`src/rtl/adc_pll_ctrl_pkg.sv`:
```
// adc_pll_ctrl_pkg: sequencer state type, phase sizing and counter-width helpers
// shared by the ADC sampling-PLL controller slice.
package adc_pll_ctrl_pkg;

  localparam int PHASE_W    = 2;
  localparam int NUM_PHASES = 4;

  typedef enum logic [2:0] {
    RST,
    WAIT_LOCK,
    SETTLE,
    MEASURE,
    SELECT,
    RUN,
    FAIL
  } state_e;

  // width able to hold 0..n-1, never narrower than one bit
  function automatic int cw(input int n);
    return (n <= 2) ? 1 : $clog2(n);
  endfunction

  function automatic int max2(input int a, input int b);
    return (a > b) ? a : b;
  endfunction

endpackage

```
`src/rtl/adc_pll_ctrl_if.sv`:
```
// adc_pll_ctrl_if: PLL wrapper and ADC capture-mux signals of the sequencer.
// ADC_PLL_CTRL_MANUAL_PHASE_EN adds manual_en / manual_phase.
interface adc_pll_ctrl_if
  import adc_pll_ctrl_pkg::*;
#(
  parameter int SW = 9
);

  logic               start;
  logic               pll_locked;
  logic               pll_rst;
  logic               pat_ok;
  logic [PHASE_W-1:0] phase_sel;
  logic               ready;
  logic               fail;
  logic [SW-1:0]      best_score;
  logic [7:0]         lock_loss_cnt;
`ifdef ADC_PLL_CTRL_MANUAL_PHASE_EN
  logic               manual_en;
  logic [PHASE_W-1:0] manual_phase;
`endif

`ifdef ADC_PLL_CTRL_MANUAL_PHASE_EN
  modport master (
    input  start, pll_locked, pat_ok,
    input  manual_en, manual_phase,
    output pll_rst, phase_sel, ready, fail,
    output best_score, lock_loss_cnt
  );
  modport slave (
    output start, pll_locked, pat_ok,
    output manual_en, manual_phase,
    input  pll_rst, phase_sel, ready, fail,
    input  best_score, lock_loss_cnt
  );
`else
  modport master (
    input  start, pll_locked, pat_ok,
    output pll_rst, phase_sel, ready, fail,
    output best_score, lock_loss_cnt
  );
  modport slave (
    output start, pll_locked, pat_ok,
    input  pll_rst, phase_sel, ready, fail,
    input  best_score, lock_loss_cnt
  );
`endif

endinterface

```
`src/rtl/adc_sync2.sv`:
```
// adc_sync2: two-flop synchroniser for the asynchronous PLL lock flag,
// cleared to 0 by the asynchronous active-low reset.
module adc_sync2 (
  input  logic clk,
  input  logic rst_n,
  input  logic d,
  output logic q
);

  logic meta;

  always_ff @(posedge clk or negedge rst_n) begin
    if (!rst_n) begin
      meta <= 1'b0;
      q    <= 1'b0;
    end else begin
      meta <= d;
      q    <= meta;
    end
  end

endmodule

```
`src/rtl/adc_pll_ctrl.sv`:
```
// adc_pll_ctrl: PLL reset/lock sequencer with 4-phase ADC capture training.
// Option ADC_PLL_CTRL_MANUAL_PHASE_EN: manual phase bypass of the scan.
module adc_pll_ctrl
  import adc_pll_ctrl_pkg::*;
#(
  parameter int RST_HOLD_CYC     = 100,
  parameter int LOCK_STABLE_CYC  = 1024,
  parameter int LOCK_TIMEOUT_CYC = 100000,
  parameter int MAX_RETRIES      = 3,
  parameter int SETTLE_CYC       = 64,
  parameter int WINDOW_CYC       = 256,
  parameter int MIN_SCORE        = 200
) (
  input  logic           refclk,
  input  logic           rst_n,
  adc_pll_ctrl_if.master bus
);

  localparam int SW   = $clog2(WINDOW_CYC + 1);
  localparam int CMAX = max2(max2(RST_HOLD_CYC, LOCK_TIMEOUT_CYC),
                             max2(SETTLE_CYC, WINDOW_CYC));
  localparam int CW   = cw(CMAX);
  localparam int STW  = cw(LOCK_STABLE_CYC);
  localparam int RW   = cw(MAX_RETRIES + 1);

  localparam logic [CW-1:0]  LD_HOLD = CW'(RST_HOLD_CYC - 1);
  localparam logic [CW-1:0]  LD_TOUT = CW'(LOCK_TIMEOUT_CYC - 1);
  localparam logic [CW-1:0]  LD_SETL = CW'(SETTLE_CYC - 1);
  localparam logic [CW-1:0]  LD_WIN  = CW'(WINDOW_CYC - 1);
  localparam logic [STW-1:0] STB_END = STW'(LOCK_STABLE_CYC - 1);
  localparam logic [RW-1:0]  RTY_END = RW'(MAX_RETRIES - 1);
  localparam logic [PHASE_W-1:0] PH_LAST = PHASE_W'(NUM_PHASES - 1);

  state_e             state_q, state_d;
  logic [CW-1:0]      cnt_q, cnt_d;
  logic [STW-1:0]     stab_q, stab_d;
  logic [SW-1:0]      score_q, score_d;
  logic [SW-1:0]      best_q, best_d;
  logic [PHASE_W-1:0] best_ph_q, best_ph_d;
  logic [PHASE_W-1:0] phase_q, phase_d;
  logic [PHASE_W-1:0] sel_q, sel_d;
  logic [RW-1:0]      retry_q, retry_d;
  logic [7:0]         loss_q, loss_d;

  logic               synced;
  logic               cnt_z;
  logic               qual;
  logic [SW-1:0]      win;
  logic               lost;
  logic               clr;

  adc_sync2 u_sync (
    .clk   (refclk),
    .rst_n (rst_n),
    .d     (bus.pll_locked),
    .q     (synced)
  );

  assign cnt_z = (cnt_q == '0);
  assign qual  = synced && (stab_q == STB_END);
  assign win   = score_q + SW'(bus.pat_ok);

  always_ff @(posedge refclk or negedge rst_n) begin
    if (!rst_n) begin
      state_q   <= RST;
      cnt_q     <= LD_HOLD;
      stab_q    <= '0;
      score_q   <= '0;
      best_q    <= '0;
      best_ph_q <= '0;
      phase_q   <= '0;
      sel_q     <= '0;
      retry_q   <= '0;
      loss_q    <= '0;
    end else begin
      state_q   <= state_d;
      cnt_q     <= cnt_d;
      stab_q    <= stab_d;
      score_q   <= score_d;
      best_q    <= best_d;
      best_ph_q <= best_ph_d;
      phase_q   <= phase_d;
      sel_q     <= sel_d;
      retry_q   <= retry_d;
      loss_q    <= loss_d;
    end
  end

  always_comb begin
    state_d   = state_q;
    cnt_d     = cnt_q;
    stab_d    = '0;
    score_d   = score_q;
    best_d    = best_q;
    best_ph_d = best_ph_q;
    phase_d   = phase_q;
    sel_d     = sel_q;
    retry_d   = retry_q;
    lost      = 1'b0;
    clr       = 1'b0;

    unique case (state_q)
      RST: begin
        if (cnt_z) begin
          state_d = WAIT_LOCK;
          cnt_d   = LD_TOUT;
        end else begin
          cnt_d = cnt_q - CW'(1);
        end
      end

      WAIT_LOCK: begin
        stab_d = synced ? stab_q + STW'(1) : '0;
        if (qual) begin
          clr     = 1'b1;
          state_d = SETTLE;
          cnt_d   = LD_SETL;
          sel_d   = '0;
`ifdef ADC_PLL_CTRL_MANUAL_PHASE_EN
          if (bus.manual_en) begin
            state_d = RUN;
            sel_d   = bus.manual_phase;
          end
`endif
        end else if (cnt_z) begin
          retry_d = retry_q + RW'(1);
          cnt_d   = LD_HOLD;
          state_d = (retry_q == RTY_END) ? FAIL : RST;
        end else begin
          cnt_d = cnt_q - CW'(1);
        end
      end

      SETTLE: begin
        if (!synced) begin
          lost = 1'b1;
        end else if (cnt_z) begin
          state_d = MEASURE;
          cnt_d   = LD_WIN;
          score_d = '0;
        end else begin
          cnt_d = cnt_q - CW'(1);
        end
      end

      MEASURE: begin
        if (!synced) begin
          lost = 1'b1;
        end else begin
          score_d = win;
          if (!cnt_z) begin
            cnt_d = cnt_q - CW'(1);
          end else begin
            // strict compare keeps the lower phase on a tie
            if (win > best_q) begin
              best_d    = win;
              best_ph_d = phase_q;
            end
            if (phase_q == PH_LAST) begin
              state_d = SELECT;
            end else begin
              phase_d = phase_q + PHASE_W'(1);
              sel_d   = phase_q + PHASE_W'(1);
              state_d = SETTLE;
              cnt_d   = LD_SETL;
            end
          end
        end
      end

      SELECT: begin
        if (32'(best_q) >= MIN_SCORE) begin
          sel_d   = best_ph_q;
          state_d = RUN;
        end else begin
          state_d = FAIL;
        end
      end

      RUN: begin
        if (!synced || bus.start) begin
          state_d = RST;
          cnt_d   = LD_HOLD;
          retry_d = '0;
          lost    = !synced;
          clr     = bus.start;
        end
      end

      FAIL: begin
        if (bus.start) begin
          state_d = RST;
          cnt_d   = LD_HOLD;
          retry_d = '0;
          clr     = 1'b1;
        end
      end

      default: begin
        state_d = RST;
        cnt_d   = LD_HOLD;
      end
    endcase

    // lock lost during training aborts the scan
    if (lost && (state_q != RUN)) begin
      state_d = RST;
      cnt_d   = LD_HOLD;
      clr     = 1'b1;
    end

    if (clr) begin
      score_d   = '0;
      best_d    = '0;
      best_ph_d = '0;
      phase_d   = '0;
    end

    loss_d = (lost && (loss_q != 8'hff)) ? loss_q + 8'd1 : loss_q;
  end

  assign bus.pll_rst       = (state_q == RST) || (state_q == FAIL);
  assign bus.ready         = (state_q == RUN);
  assign bus.fail          = (state_q == FAIL);
  assign bus.phase_sel     = sel_q;
  assign bus.best_score    = best_q;
  assign bus.lock_loss_cnt = loss_q;

endmodule
```
`src/flat_wrapper.sv`:
```
// flat-port wrapper written by rule: the top's interface ports become plain ports
module adc_pll_ctrl_flat import adc_pll_ctrl_pkg::*;
#(
  parameter int RST_HOLD_CYC     = 100,
  parameter int LOCK_STABLE_CYC  = 1024,
  parameter int LOCK_TIMEOUT_CYC = 100000,
  parameter int MAX_RETRIES      = 3,
  parameter int SETTLE_CYC       = 64,
  parameter int WINDOW_CYC       = 256,
  parameter int MIN_SCORE        = 200
)
  (refclk, rst_n, bus_start, bus_pll_locked, bus_pat_ok, bus_pll_rst, bus_phase_sel, bus_ready, bus_fail, bus_best_score, bus_lock_loss_cnt);
  adc_pll_ctrl_if bus_i ();
  input  logic refclk;
  input  logic rst_n;
  input wire logic [$bits(bus_i.start)-1:0] bus_start;
  input wire logic [$bits(bus_i.pll_locked)-1:0] bus_pll_locked;
  input wire logic [$bits(bus_i.pat_ok)-1:0] bus_pat_ok;
  output wire logic [$bits(bus_i.pll_rst)-1:0] bus_pll_rst;
  output wire logic [$bits(bus_i.phase_sel)-1:0] bus_phase_sel;
  output wire logic [$bits(bus_i.ready)-1:0] bus_ready;
  output wire logic [$bits(bus_i.fail)-1:0] bus_fail;
  output wire logic [$bits(bus_i.best_score)-1:0] bus_best_score;
  output wire logic [$bits(bus_i.lock_loss_cnt)-1:0] bus_lock_loss_cnt;
  assign bus_i.start = bus_start;
  assign bus_i.pll_locked = bus_pll_locked;
  assign bus_i.pat_ok = bus_pat_ok;
  assign bus_pll_rst = bus_i.pll_rst;
  assign bus_phase_sel = bus_i.phase_sel;
  assign bus_ready = bus_i.ready;
  assign bus_fail = bus_i.fail;
  assign bus_best_score = bus_i.best_score;
  assign bus_lock_loss_cnt = bus_i.lock_loss_cnt;
  adc_pll_ctrl #(.RST_HOLD_CYC(RST_HOLD_CYC), .LOCK_STABLE_CYC(LOCK_STABLE_CYC), .LOCK_TIMEOUT_CYC(LOCK_TIMEOUT_CYC), .MAX_RETRIES(MAX_RETRIES), .SETTLE_CYC(SETTLE_CYC), .WINDOW_CYC(WINDOW_CYC), .MIN_SCORE(MIN_SCORE)) u_core (.refclk(refclk), .rst_n(rst_n), .bus(bus_i));
endmodule
```
`config.mk`:
```
export PLATFORM = sky130hd
export DESIGN_NAME = adc_pll_ctrl_flat
export DESIGN_NICKNAME = d
export VERILOG_FILES = /design/src/rtl/adc_pll_ctrl_pkg.sv /design/src/rtl/adc_pll_ctrl_if.sv /design/src/rtl/adc_sync2.sv /design/src/rtl/adc_pll_ctrl.sv /design/src/flat_wrapper.sv
export SDC_FILE = /design/constraint.sdc
export NUM_CORES = 1
export LEC_CHECK = 0
export ABC_CLOCK_PERIOD_IN_PS = 3300
export CORE_ASPECT_RATIO = 0.5
export CORE_MARGIN = 2
export CORE_UTILIZATION = 40
export DETAILED_ROUTE_END_ITERATION = 7
export SYNTH_ARGS = -nofsm -noshare
export SYNTH_HDL_FRONTEND = slang
export SYNTH_SLANG_ARGS = --single-unit
```
`constraint.sdc`:
```
create_clock -name refclk -period 3.3 [get_ports refclk]
set_clock_uncertainty 0.05 [all_clocks]
set_input_delay 0.66 -clock refclk [delete_from_list [all_inputs] [get_ports refclk]]
set_output_delay 0.66 -clock refclk [all_outputs]
set_load 0.01 [all_outputs]
```
* Word-level counts from Yosys, hierarchy flattened
Index checks and enable logic that the tools add are counted.
Storage, ports and cells: register bits after elaboration 66, latch bits 0, memory bits (writable) 0, memory bits (read-only) 0, output and inout bits 22, memories kept 0
Operators by class: add/sub/neg operators 6, $mul 0, divide/modulo/power cells 0, magnitude comparators 2, equal/unequal tests 34, shift operators 0, multiplexer cells 64, bitwise logic cells 0, reduce and logical (&&, ||, !) cells 23
Operators by type and width (count):
- 2-to-1 mux 17 bit | 11
- case mux 17 bit (7 select lines) | 1
- 2-to-1 mux 9 bit | 9
- 2-to-1 mux 3 bit | 12
- 2-to-1 mux 2 bit | 17
- case mux 3 bit (7 select lines) | 1
- 2-to-1 mux 10 bit | 2
- case mux 9 bit (2 select lines) | 1
- zero test 17 bit | 1
- subtractor 17 x 1 -> 17 bit, second input constant | 1
- != test 3 x 1 -> 1 bit, second input constant | 5
- != test 3 x 2 -> 1 bit, second input constant | 5
- != test 2 x 1 -> 1 bit, second input constant | 7
- case mux 2 bit (3 select lines) | 2
- AND reduction 4 bit | 3
- AND reduction 6 bit | 2
- adder 10 x 1 -> 10 bit, second input constant | 1
- equality test 10 bit, second input constant | 1
- adder 9 x 1 -> 9 bit | 1
- equality test 3 bit, second input constant | 3
- >= comparator 9 x 8 -> 1 bit, second input constant | 1
- greater-than comparator 9 bit | 1
- nonzero test 3 bit | 3
- adder 8 x 1 -> 8 bit, second input constant | 1
- 20 further kinds | 37

* Longest topological paths before layout
depth after elaboration 8, gate-level depth with buffers 13, depth with buffers taken out 12

* Cells and area by module
A second synthesis with hierarchy kept.
Unflattened totals: cell total of the unflattened synthesis 437, area, all modules 4026.4 um^2
Modules (own cells, without submodules):
- adc_pll_ctrl | times used 1, cells each 435, area each 3976.3 um^2, sequential area each 1606.5 um^2
- adc_sync2 | times used 1, cells each 2, area each 50.0 um^2, sequential area each 50.0 um^2

* Least setup slack after synthesis
OpenSTA, ideal clock, no wires.
kind in2reg, start point in bus_pat_ok, end point reg u_core.best_q[0] (netlist: u_core.bus.best_score[0]), library setup time 0.068 ns, arrival 3.191 ns, data required time 3.182 ns, setup slack -0.009 ns, stages 10, buffers on the path 0, cell sequence ha_1 > ha_1 > and3_1 > xor2_1 > ha_1 > a22o_1 > o41ai_1 > nand2_1 > a21oi_1 > a22o_1
Between the ends: longest elaborated chain between the ends 6, elaborated cells between the ends (all ways) 9
Ends and longest elaborated chain:
- start, declared | RTL line flat_wrapper.sv:18 | input wire logic [$bits(bus_i.pat_ok)-1:0] bus_pat_ok;
- adder 9 x 1 -> 9 bit (*) | RTL line adc_pll_ctrl.sv:61 | assign win = score_q + SW'(bus.pat_ok);
- branches (longest 5 deep; another with greater-than comparator 9 bit)
- end signal, assigned | RTL line adc_pll_ctrl.sv:80 | best_q <= best_d;
- end, declared | RTL line adc_pll_ctrl.sv:38 | logic [SW-1:0] best_q, best_d;
Mark *: on every way between the ends. The select of a mux whose other input is x is not followed. A chain may end at the register's enable or synchronous reset.

* Worst setup path after layout
start point in bus_pat_ok, end point reg u_core.best_ph_q[1]
Between the ends: longest elaborated chain between the ends 4
Ends and longest elaborated chain:
- adder 9 x 1 -> 9 bit | RTL line adc_pll_ctrl.sv:61
- greater-than comparator 9 bit | RTL line adc_pll_ctrl.sv:155 | if (win > best_q) begin
- nonzero test 2 bit (no line)
- AND reduction 4 bit (no line)
- end signal, assigned | RTL line adc_pll_ctrl.sv:81 | best_ph_q <= best_ph_d;
- end, declared | RTL line adc_pll_ctrl.sv:39 | logic [PHASE_W-1:0] best_ph_q, best_ph_d;
No other way between the ends.

==> flow_metrics.py <==
metrics = {
    "critical_path": {
        "cp-end-kind": "flip-flop",
        "cp_max_fo": 3,
        "path_class": "in2reg",
        "cp.arrival_ps": 3350,
        "start_kind": "input port",
        "worstPathRequired_ps": 3470,
    },
    "final_layout": {
        "finalNonFillerCells": 609,
        "nFillCells": 897,
        "num-nets-final": 491,
        "areaGrowthSynthToFinish_pct": 25.2,
        "final_util_pct": 51.5,
        "mostFrequentLayoutCell": "dfrtp_1",
        "drive_gt1_share_pct": 17.1,
        "mostFrequentLayoutCells": "dfrtp_1, nand2_1, nor2_1",
        "diodes": 0,
    },
    "timing": {
        "final-max-slew-violation-count": 0,
        "fmax_mhz": 314,
        "period_needed_ps": 3190,
        "fin_crit_sh_pct": 96.5,
        "worst_pin_slew_ps": 614,
        "setup_viol": 0,
        "worst_hold_slack_ps": 150,
        "finalHoldViolations": 0,
        "setup_tns_ps": 0,
        "relSlewSlack_pct": 58.7,
    },
    "power_and_ir_drop": {
        "ir_drop_mv": 0.323,
        "p_per_area_mw_per_mm2": 632,
        "power_uw": 3060,
        "leakagePower_uw": 0.00212,
    },
    "global_routing": {
        "grt_util_all_layers_pct": 18.8,
        "grt_start_max_net_pins": 32,
        "grt_pass1_vias": 3135,
        "grt_pass1_wl_mm": 15.3,
        "globalRoute.totalOverflow": 0,
        "antenna_found_initial": 0,
    },
    "routing": {
        "wl_per_cell_um": 14.7,
        "wl_mm": 8.93,
        "drcViolationCount": 0,
        "dr.pass1.iters": 4,
        "drt_iter0_drc": 230,
        "antenna_left": 0,
        "vias": 3196,
        "viasPerCell": 5.25,
    },
    "placement": {
        "gp_congestion": 0.840,
        "dp_hpwl_mm": 6.56,
        "port_buffers": 26,
        "dpl.cell_count": 591,
    },
    "clock_tree": {
        "path_clk_slew_ps": 50,
        "cts_tree": "built",
        "insertion_delay_ps": 330,
        "hold_buffers": 0,
        "cts_buffers": 9,
        "clockRootBuffer": "clkbuf_16",
        "cts_sinks": 66,
        "cts.path.max_buffers": 2,
        "h-tree-depth": 3,
    },
    "floorplan": {
        "dieArea_mm2": 0.0105,
        "initial_core_util_pct": 41.1,
        "die_y_um": 73.6,
        "rows": 25,
        "io_pins": 27,
        "die_w_um": 143,
        "core-area_mm2": 0.00942,
    },
    "logic_synthesis": {
        "syn_area_mm2": 0.00387,
        "synthArstFlopShare_pct": 100,
        "synth_edf_count": 0,
        "synth.top_cell.area_share_pct": 40.1,
        "avgSynthCellArea_um2": 9.39,
        "seq_area_frac_synth_pct": 42.8,
        "syn_nets": 434,
        "ys.warnings.count": 0,
        "synth-seq-cells": 66,
        "synth_area_leaders": "dfrtp_1, ha_1, nand2_1",
        "syn_inst": 412,
        "synth_flop_cell": "dfrtp_1",
        "yosys.area.top_type": "dfrtp_1",
        "synthDistinctLibCells": 58,
    },
    "outcome": {
        "outcome": "completed",
    },
    "worst_hold_path": {
        "min_path_type": "in2async",
    },
    "job": {
        "cap_violations": 0,
    },
}
==> critical path: stages <==
cell             delay, ps
clkdlybuf4s50_1        460
ha_2                   200
buf_4                  110
and3_1                 220
nand3_1                120
xnor2_1                240
ha_1                   290
nand2_2                100
buf_4                  120
nor4_4                  50
a2111oi_4              340
buf_4                  190
mux2i_2                210
nor2_2                  40
==> worst paths after layout <==
check	startpoint	to	slack [ps]	cells past startpoint
worst max-delay path	bus_pat_ok	u_core.best_ph_q[1]$_DFFE_PN0P_	110	14
worst min-delay path	rst_n	u_core.bus.lock_loss_cnt[0]$_DFFE_PN0P_	150	1
worst max register to register	u_core.score_q[0]$_DFFE_PN0P_	u_core.best_ph_q[1]$_DFFE_PN0P_	510	12
worst min register to register	u_core.u_sync.meta$_DFF_PN0_	u_core.u_sync.q$_DFF_PN0_	310	0
max in group asynchronous	rst_n	u_core.bus.best_score[0]$_DFFE_PN0P_	2350	2
min in group refclk	u_core.u_sync.meta$_DFF_PN0_	u_core.u_sync.q$_DFF_PN0_	310	0
==> synth_stat cells, types with 7 or more instances <==
| master | n |
|---|---|
| inv_1 | 19 |
| o21ai_1 | 7 |
| nor2_1 | 42 |
| a22o_1 | 19 |
| dfrtp_1 | 62 |
| xnor2_1 | 12 |
| a21oi_1 | 18 |
| nand3_1 | 18 |
| nand2_1 | 45 |
| nor3_1 | 11 |
| xor2_1 | 11 |
| o21ai_0 | 27 |
| ha_1 | 17 |
==> flip-flops by register name (all words and copies together), names as in the netlist <==
| name | cells |
|---|---|
| u_core.cnt_q | 17 |
| u_core.retry_q | 2 |
| u_core.best_ph_q | 2 |
| u_core.stab_q | 10 |
| u_core.u_sync.q | 1 |
| u_core.score_q | 9 |
| u_core.bus.lock_loss_cnt | 8 |
| u_core.bus.phase_sel | 2 |
| u_core.state_q | 3 |
| u_core.bus.best_score | 9 |
| u_core.phase_q | 2 |
| u_core.u_sync.meta | 1 |
==> cell type report <==
cell class                      instances  area, um^2  area share [%]
Sequential cell                        66        1660            34.2
Clock buffer                           14         274            5.66
Inverter                               19        71.3            1.47
Tap cell                              135         169            3.49
Timing Repair Buffer                   58         495            10.2
Clock inverter                          2        10.0           0.207
Multi-Input combinational cell        315        2170            44.8
==> per-layer routing <==
| layer | vias to the layer above | wire length [um] | GRT usage [%] |
|---|---|---|---|
| met1 | 1512 | 4470 | 26.2 |
| met2 | 64 | 3930 | 28.3 |
| li1 | 1608 | - | - |
| met4 | 0 | 136 | 6.27 |
| met3 | 12 | 386 | 5.54 |
| met5 | - | 0 | 0 |
==> report_power, final <==
part	switching (uW)	leakage, uW	internal, uW	total, uW
registers	178	0.000887	943	1120
logic	561	0.00109	482	1040
clock network	329	0.000143	567	895
total	1070	0.00212	1990	3060
==> what timing repair did <==
item                       in CTS  in global routing
setup endpoints to repair      11                 11
resized for setup               2                 14
buffers inserted                2                  0
pin swaps                       1                  4
==> metrics by stage <==
stage | setup WS [ps] | instance area [um^2]
4_1_cts | 10.0 | 4770
3_3_place_gp | -505 | 4460
6_report | 115 | 4840
3_5_place_dp | -573 | 4460
5_1_grt | -30.9 | 4840
2_1_floorplan | 76.5 | 3870
==> cells by family (layout without fill, tap and decap cells) <==
logic type,after synthesis,count (layout),synth area share [%]
fa+ha+maj,17,17,5.50
compound gates,107,107,19.5
simple gates,161,161,21.5
buf+inv,31,93,3.56
flops,66,66,42.8
xor+xnor,23,23,5.21
mux,7,7,1.91
(Power assumes the default switching activity.)
